### config.mk
export PLATFORM = sky130hd
export DESIGN_NAME = subtractor_32b_serial
export DESIGN_NICKNAME = d
export VERILOG_FILES = /design/src/rtl/subtractor_32b_serial.sv
export SDC_FILE = /design/constraint.sdc
export NUM_CORES = 1
export LEC_CHECK = 0
export BUFFER_PORTS_ARGS = -buffer_cell sky130_fd_sc_hd__buf_2
export CORE_ASPECT_RATIO = 0.75
export CORE_MARGIN = 1
export CORE_UTILIZATION = 45
export CTS_BUF_LIST = sky130_fd_sc_hd__clkbuf_16
export CTS_CLUSTER_SIZE = 14
export DETAILED_ROUTE_END_ITERATION = 16
export PLACE_DENSITY_LB_ADDON = 0.15
export SLEW_MARGIN = 20
export SYNTH_ARGS = -nofsm -noshare
export SYNTH_HDL_FRONTEND = slang
export SYNTH_SLANG_ARGS = --single-unit
### constraint.sdc
create_clock -name clk -period 2.2 [get_ports clk]
set_input_delay 0.22 -clock clk [delete_from_list [all_inputs] [get_ports clk]]
set_output_delay 0.22 -clock clk [all_outputs]
set_load 0.05 [all_outputs]
### src/rtl/subtractor_32b_serial.sv
// Digit-serial two's-complement subtractor: diff = a - b - b_in, d bits per cycle,
// least-significant digit first, with a start/busy/done handshake and held results.
module subtractor_32b_serial #(
    parameter int w = 32,
    parameter int d = 8
) (
    input  logic         clk,
    input  logic         rst_n,
    input  logic         start,
    input  logic [w-1:0] a,
    input  logic [w-1:0] b,
    input  logic         b_in,
    output logic [w-1:0] diff,
    output logic         b_out,
    output logic         overflow,
    output logic         busy,
    output logic         done
);

    localparam int n_dig = w / d;
    localparam int cnt_w = (n_dig > 1) ? $clog2(n_dig) : 1;

    typedef enum logic {
        IDLE,
        RUN
    } state_t;

    state_t state, next_state;

    logic [w-1:0]     a_sh;
    logic [w-1:0]     b_sh;
    logic [w-1:0]     work;
    logic [w-1:0]     work_next;
    logic             br;
    logic             a_sign;
    logic             b_sign;
    logic [cnt_w-1:0] cnt;
    logic [d:0]       dig_full;
    logic             last;
    logic             accept;
    logic             finish;

    // Operands are shifted right each cycle, so digit k always sits in the low d bits.
    always_comb begin
        dig_full  = {1'b0, a_sh[d-1:0]} - {1'b0, b_sh[d-1:0]} - {{d{1'b0}}, br};
        work_next = (work >> d) | (w'(dig_full[d-1:0]) << (w - d));
        last      = (cnt == cnt_w'(n_dig - 1));
    end

    always_ff @(posedge clk or negedge rst_n) begin
        if (!rst_n) begin
            state <= IDLE;
        end else begin
            // NOTE: state registers use non-blocking assignment so every flop samples
            // pre-edge values regardless of the order blocks are evaluated in.
            state <= next_state;
        end
    end

    always_comb begin
        // NOTE: every output of this block gets a default first; a path that left
        // one unassigned would infer a latch.
        next_state = state;
        accept     = 1'b0;
        finish     = 1'b0;
        case (state)
            IDLE: begin
                if (start) begin
                    accept     = 1'b1;
                    next_state = RUN;
                end
            end
            RUN: begin
                if (last) begin
                    finish     = 1'b1;
                    next_state = IDLE;
                end
            end
            default: next_state = IDLE;
        endcase
    end

    assign busy = (state == RUN);

    always_ff @(posedge clk or negedge rst_n) begin
        if (!rst_n) begin
            a_sh     <= '0;
            b_sh     <= '0;
            work     <= '0;
            br       <= 1'b0;
            a_sign   <= 1'b0;
            b_sign   <= 1'b0;
            cnt      <= '0;
            diff     <= '0;
            b_out    <= 1'b0;
            overflow <= 1'b0;
            done     <= 1'b0;
        end else begin
            done <= finish;
            if (accept) begin
                a_sh   <= a;
                b_sh   <= b;
                br     <= b_in;
                a_sign <= a[w-1];
                b_sign <= b[w-1];
                work   <= '0;
                cnt    <= '0;
            end else if (state == RUN) begin
                a_sh <= a_sh >> d;
                b_sh <= b_sh >> d;
                br   <= dig_full[d];
                work <= work_next;
                cnt  <= last ? '0 : cnt + cnt_w'(1);
            end
            // Results are published only on completion and otherwise hold.
            if (finish) begin
                diff     <= work_next;
                b_out    <= dig_full[d];
                overflow <= (a_sign != b_sign) && (work_next[w-1] != a_sign);
            end
        end
    end

endmodule

* Word-level counts from Yosys, hierarchy flattened
Cells that the tools add are included.
** Storage, ports and cells
- Bits in registers :: 137
- Bits in latches :: 0
- Bits in writable memories :: 0
- ROM bits :: 0
- Input port bits :: 68
- Logic and storage cells :: 39
- Memories kept :: 0
** Cells by class
- Add/subtract/negate cells :: 3
- Multiply operators :: 0
- Div/mod/pow operators :: 0
- Magnitude comparators :: 0
- Eq/ne operators :: 3
- Shift operators :: 0
- Mux-type cells :: 17
- Bitwise logic cells :: 2
- Reduce and logical (&&, ||, !) cells :: 2
** Operator list (count)
- $mux W32 :: 6
- $or A24 B32 Y32 :: 1
- $sub A8 B8 Y9 :: 1
- $sub A9 B1 Y9 :: 1
- $mux W1 :: 7
- $mux W2 :: 3
- $add A2 B1 Y2 const B :: 1
- $eq A2 B2 Y1 const B :: 1
- $ne A1 B1 Y1 :: 2
- $pmux W1 S2 :: 1
- $reduce_bool A2 Y1 :: 1
- $logic_and A1 B1 Y1 :: 1
- $not A1 Y1 :: 1

* Logic depth before layout (Yosys ltp)
Gate-level depths: netlist of run 1.
- Depth after elaboration :: 5
- Gate-level depth with buffers :: 10
- Gate-level depth less buffers :: 10

* Worst setup path after synthesis of run 1
OpenSTA, ideal clock, no wires.
- Path kind :: register to register
- Start :: reg a_sh[0]
- End :: reg br
- Arrival time :: 2.176 ns
- Data required time :: 2.063 ns
- Path slack :: -0.113 ns
- Cell stages (with the launch flop) :: 9
- Path buffers :: 0
- Clock period less this slack :: 2.313 ns
- Cells stage by stage :: dfrtp_1 fa_1 fa_1 nand2b_1 a31o_2 a211oi_1 o21bai_1 xor2_1 a21oi_1
** Between the ends
- Longest elaborated chain between the ends :: 4
** RTL lines
- from (decl) :: RTL line 30 : logic [w-1:0] a_sh;
- from (signal assigned) :: RTL line 109 : a_sh <= a_sh >> d;
- $sub A8 B8 Y9 :: RTL line 45 : dig_full = {1'b0, a_sh[d-1:0]} - {1'b0, b_sh[d-1:0]} - {{d{1'b0}}, br};
- $sub A9 B1 Y9 :: RTL line 45
- $mux W1 :: RTL line 108 : end else if (state == RUN) begin
- $mux W1 :: RTL line 100 : if (accept) begin
- to (signal assigned) :: RTL line 103 : br <= b_in;
- to (signal assigned) :: RTL line 111 : br <= dig_full[d];
- to (decl) :: RTL line 34 : logic br;
Every way passes these cells. The select of a mux whose other input is x is not followed.
A chain may end at the register's enable or synchronous reset.

* Worst setup path after layout of run 1
- Start :: reg b_sh[0]
- End :: reg overflow
** Between the ends
- Longest elaborated chain between the ends :: 5
** RTL lines
- from (decl) :: RTL line 31 : logic [w-1:0] b_sh;
- from (signal assigned) :: RTL line 110 : b_sh <= b_sh >> d;
- $sub A8 B8 Y9 :: RTL line 45
- $sub A9 B1 Y9 :: RTL line 45
- $or A24 B32 Y32 :: RTL line 46 : work_next = (work >> d) | (w'(dig_full[d-1:0]) << (w - d));
- $ne A1 B1 Y1 :: RTL line 119 : overflow <= (a_sign != b_sign) && (work_next[w-1] != a_sign);
- $logic_and A1 B1 Y1 :: RTL line 119
- to (signal assigned) :: RTL line 119
- to (decl) :: RTL line 15 : output logic overflow,
Every way passes these cells.

==> metrics, run 1 <==
Reg-to-Reg Start b_sh[0]; CP max-delay cell fa_2; minimum clock period 2280 ps; P_int 7510 uW; syn_nets 566; root buffer cell clkbuf_16; Layout Cells excl Fill 770; Pleak 0.00359 uW; Rel. slew slack 64.6%; DRC Markers 2; Sequential Power Share 32.1%; Synth Instances 481; DRT iter0 DRCs 159; Setup WS post-layout -81.2 ps; status finished with violations; RD Place Congestion 0.800; Power Total 12,400 uW; die height 99.2 um; Longest Clk Path Bufs 2; Post-synth top cells 129 x dfrtp_1, 64 x mux2i_1, 59 x nand2_1, 51 x o21ai_0, 32 x mux2_2; DR vias/cell 5.10; Worst VDD drop 0.720 mV; Initial Util 46.3%; H-tree Lvls 4; largest net degree at the start of global routing 65; RSZ-0062 raised after global routing true; initial antenna violation count 0; Sink Count 129; Syn Std Cell Area 0.00567 mm2; share of layout cells above drive strength 1 33.3%; CTS clk-pin slew, worst paths 60 ps; Syn-to-layout area delta 26.3%; first-pass GRT wire length 20,100 um; synth top area cells dfrtp_1 57%, mux2i_1 11%, mux2_2 6.4%; Post-DP HPWL 8170 um; Skew-Pair Late Insertion Delay 410 ps; hold_ws 51.1 ps; syn avg cell area 11.8 um2; Largest stage delay, worst path 610 ps; synth unique cells 30; Max Cap Viol 0; Synth area leader dfrtp_1; boundary pin count 104; Hold Crit Class in -> reg; cts bufs inserted 17; Core Box Area 0.0123 mm2; Inserted Diodes 0; CP Data Required Time 2530 ps; worst path arrival time 2610 ps; Syn. warnings 0; number of synthesized flops with an enable pin 0; cells along the critical path inv_2 > fa_2 > inv_2 > ha_4 > o21ai_4 > a21boi_4 > o21ai_2 > xnor2_2 > or3b_1 > a31oi_1; ANT nets after route 0; fin crit share 104%; crit path launch b_sh[0]; FF+latch count, synth 129; Fmax 0.438 GHz; share of total power in combinational logic 43.6%; DP Cell Count 736; DRT Pass-1 Iters 10; Net Sw Frac 39.3%; CTS tree built; Sw Pwr 4860 uW; die area 0.0131 mm2; CP max FO 3; nets 676; total global-route track usage 19.9%; gr ovfl total 0; top_reg_cell synth dfrtp_1; clock skew 9.56 ps; Port Buf Inserts 103; worst-margin pin slew 530 ps; startpoint types flip-flop; vias in the first global route 4,040; Core Rows 35; Avg WL per Cell 15.6 um; Setup CP Type reg -> reg; Clock power frac 24.3%; Cell Pwr Density 1730 mW/mm2; total wire length 12,000 um; Seq/Total Area, Yosys 56.9%; final setup fails 5; hold_sp a[28]; chip width 132 um; failing checks DRC, setup timing; most frequent cell after synthesis dfrtp_1; Max Slew Vio Count 0; DP Worst Slack -166 ps; ys async rst share 100%; CP Capture Type flip-flop; Vias 3,927; final hold viol count 0; CP most frequent cell inv_2; Yosys top cell area share 56.9%
## stage by stage
step	area, um2	utilization [%]	TNS (ps)
final	7160	58.4	-241
after detailed placement	6440	52.6	-522
after CTS	7130	58.2	-144
after global placement	6440	52.6	-182
after global routing	7160	58.4	-803
after floorplan	5690	-	-0.671
## final timing paths
path | depth (start not counted) | end | slack, ps
max in group asynchronous | 3 | b_sh[15] | 1110
max | 10 | overflow | -80
min reg2reg | 2 | diff[26] | 480
min in group asynchronous | 2 | work[10] | 300
min | 3 | a_sh[28] | 50
max reg2reg | 10 | overflow | -80
## routing by layer
metal	GRT usage (%)	part of all wire [%]	up-vias
li1	-	-	1889
met1	27.5	50	1933
met2	29.8	45	93
met3	6.32	4.7	12
met4	6.35	0.95	0
met5	0	0	-
## cell usage in the layout (no fill, tap or decap), types with 16 or more instances in the layout
cell       synthesis  routed
mux2_2            32      31
o21ai_0           51      50
buf_4              0      16
dfrtp_1          129     128
clkbuf_16          0      17
buf_2             10     101
mux2i_1           64      64
a22o_1            25      25
inv_1             21      20
nor2_1            26      25
nand2_1           59      59
## kinds of logic (layout without fill, tap and decap cells)
logic type / Yosys count / in the layout / synth area share (%)
AND/OR/NAND/NOR: 90 / 90 / 6.29
multiplexers: 96 / 96 / 17.6
adder cells (fa/ha/maj): 17 / 17 / 4.02
buffers and inverters: 51 / 174 / 3.60
XOR/XNOR: 7 / 7 / 1.08
AO/OA/AOI/OAI: 91 / 91 / 10.5
flip-flops: 129 / 129 / 56.9
## final cells by class
type	count	area [um2]
clock buffers	17	425
clock inverters	15	208
fillers	1059	5100
inverters	21	78.8
multi-input cells	301	2320
flip-flops and latches	129	3230
well taps	166	208
repair buffers	121	687
## worst max-delay path, delay by kind of cell, from the launching register on
| family | cells | cell delay [ps] |
|---|---|---|
| AOI/OAI and AO/OA | 4 | 550 |
| xor gates and xnor gates | 1 | 90 |
| adders and majority gates | 2 | 760 |
| buffers and inverters | 2 | 110 |
| DFF | 1 | 350 |
| and+or+nand+nor | 1 | 340 |
## flip-flops by register name, indices dropped and copies added (netlist names), 2 cells and up
name and cells:
a_sh 32, b_sh 32, cnt 2, diff 32
work 24
## power groups by stage
| stage | Clock, uW | Combinational (uW) | Sequential (uW) |
|---|---|---|---|
| after floorplan | 0 | 2890 | 4860 |
| after global placement | 0 | 5040 | 3970 |
| after detailed placement | 0 | 5140 | 4000 |
| after CTS | 3050 | 5340 | 3970 |
| after global routing | 3160 | 5880 | 4100 |
| final | 3000 | 5400 | 3970 |
## repair_timing
action / CTS / global route
hold buffers: 1 / 0
gates resized for setup: 10 / 3
pin swaps: 10 / 9
setup endpoints to repair: 6 / 8
buffers inserted: 0 / 1
hold endpoints to repair: 44 / 0
Note: power is estimated with default switching activity, not from simulation.
==> run 2: changes to the inputs <==
--- a/config.mk
+++ b/config.mk
@@ -8,11 +8,12 @@
 export BUFFER_PORTS_ARGS = -buffer_cell sky130_fd_sc_hd__buf_2
 export CORE_ASPECT_RATIO = 0.75
 export CORE_MARGIN = 1
-export CORE_UTILIZATION = 45
+export CORE_UTILIZATION = 50
 export CTS_BUF_LIST = sky130_fd_sc_hd__clkbuf_16
 export CTS_CLUSTER_SIZE = 14
 export DETAILED_ROUTE_END_ITERATION = 16
-export PLACE_DENSITY_LB_ADDON = 0.15
+export PLACE_DENSITY = 0.73
+export SKIP_LAST_GASP = 1
 export SLEW_MARGIN = 20
 export SYNTH_ARGS = -nofsm -noshare
 export SYNTH_HDL_FRONTEND = slang
==> run 2 against run 1 <==
Global-route usage grew 1.9 points. Highest routed layer unchanged. The run still ends with DRC, setup timing left. Largest power group unchanged. Die area shrank 9.8%. First-iteration DRC count grew 27%. Sequential power shrank 2%. Non-clock buffer count grew 3.
==> metrics, run 2 (synthesis gave the netlist of run 1 again) <==
Setup WS post-layout -131 ps; DP Cell Count 710; leading cell type in the layout, fill and taps excluded dfrtp_1; CP Data Required Time 2470 ps; cells along the critical path fa_2 > fa_2 > nand2b_4 > a31o_4 > a211oi_2 > o21bai_1 > xor2_1 > a21oi_1; Top Registers a_sh (32), b_sh (32), diff (32); RSZ-0062 raised after global routing true; CTS clk-pin slew, worst paths 60 ps; minimum clock period 2330 ps; CP max-delay cell fa_2; Vias 3,896; largest net degree at the start of global routing 92; Core Rows 33; DRC Markers 12; reg2reg path depth 8; ANT nets after route 0; DRT iter0 DRCs 202; Cell Pwr Density 1750 mW/mm2; gr ovfl total 0; total global-route track usage 21.8%; Worst VDD drop 0.930 mV; DRT Pass-1 Iters 11; Longest Clk Path Bufs 2; CP max FO 2; P_int 7600 uW; final setup TNS -526 ps; die height 94.2 um; DP Worst Slack -161 ps; CP most frequent cell fa_2; worst hold stages 3; cts bufs inserted 17; chip width 125 um; worst-margin pin slew 751 ps; Max Slew Vio Count 0; Skew-Pair Late Insertion Delay 410 ps; fin crit share 106%; Sw Pwr 4910 uW; Port Buf Inserts 103; vias in the first global route 3,978; Fmax 0.429 GHz; Post-DP HPWL 8040 um; Core Util, Final 65.3%; Max Cap Viol 0; CP Capture Type flip-flop; boundary pin count 104; Inserted Diodes 0; share of total power in combinational logic 45.0%; DR vias/cell 5.22; worst path arrival time 2610 ps; Layout Cells excl Fill 747; CTS tree built; H-tree Lvls 4; startpoint types flip-flop; Setup CP Type reg -> reg; Syn-to-layout area delta 26.4%; Sequential Power Share 31.2%; clock skew 5.89 ps; final setup fails 7; status finished with violations; Clock power frac 23.9%; share of layout cells above drive strength 1 33.8%; final hold viol count 0; Rel. slew slack 49.9%; Pleak 0.00362 uW; RD Place Congestion 0.814; first-pass GRT wire length 19,500 um; failing checks DRC, setup timing; Sink Count 129; most frequent cells in the layout 128 x dfrtp_1, 101 x buf_2, 64 x mux2i_1; total wire length 11,800 um; nets 679; Avg WL per Cell 15.8 um; Hold Crit Class in -> reg; die area 0.0118 mm2; root buffer cell clkbuf_16; Largest stage delay, worst path 420 ps; Net Sw Frac 39.2%; initial antenna violation count 0; Core Box Area 0.0110 mm2; Initial Util 51.6%
-- run 2: cell count changes in the layout (fill, tap and decap cells not counted), sizes merged --
cell / delta
buf: +3
clkinv: +1
clkinvlp: -1
-- run 2: power by group through the flow --
| stage | logic, uW | registers, uW | clock network [uW] |
|---|---|---|---|
| after floorplan | 2890 | 4860 | 0 |
| after CTS | 5410 | 3900 | 3030 |
| after global placement | 5050 | 3900 | 0 |
| after global routing | 6110 | 4010 | 3160 |
| after detailed placement | 5180 | 3940 | 0 |
| final | 5630 | 3900 | 2990 |
-- run 2: path summary, 6_finish.rpt --
kind                       slack, ps      from  endpoint
max in group asynchronous       1220     rst_n  b_sh[13]
min                               50     b[30]  b_sh[30]
min reg2reg                      480  a_sh[23]  a_sh[15]
max                             -130   a_sh[0]        br
min in group asynchronous        360     rst_n  work[11]
max reg2reg                     -130   a_sh[0]        br
-- run 2: metal layers --
metal / part of all wire [%] / vias up / track usage (%)
met5: 0 / - / 0
met4: 1.3 / 0 / 7.32
met3: 4.2 / 13 / 6.78
met2: 47 / 70 / 35.0
met1: 48 / 1926 / 28.1
li1: - / 1887 / -
-- run 2: final cells by class --
class / count / area, um2
sequential: 129 / 3230
timing repair buffer: 124 / 722
fill: 834 / 3820
inverter: 21 / 78.8
clock inverter: 15 / 205
tap: 140 / 175
multi-input combinational: 301 / 2330
clock buffer: 17 / 425
-- run 2: critical path: cells and delay by family, from the launching register on --
family                   cells  cell delay [ps]
adder cells (fa/ha/maj)      2              780
AND/OR/NAND/NOR              1              160
XOR/XNOR                     1              210
AO/OA/AOI/OAI                4              650
flip-flops                   1              400
-- run 2: what timing repair did --
action                                 4_1_cts  5_1_grt
endpoints found under the hold margin       62        0
pin swaps                                   14        6
buffers inserted                             0        4
hold buffers                                 1        0
setup endpoints to repair                    6        9
resized for setup                           11        3
-- run 2: stage by stage --
step           hold slack [ps]  total power (uW)  cell area, um2
5_1_grt                   58.7             13300            7170
3_5_place_dp               248              9120            6420
2_1_floorplan            -75.6              7750            5690
3_3_place_gp               245              8950            6420
6_report                  49.7             12500            7170
4_1_cts                   41.7             12300            7110
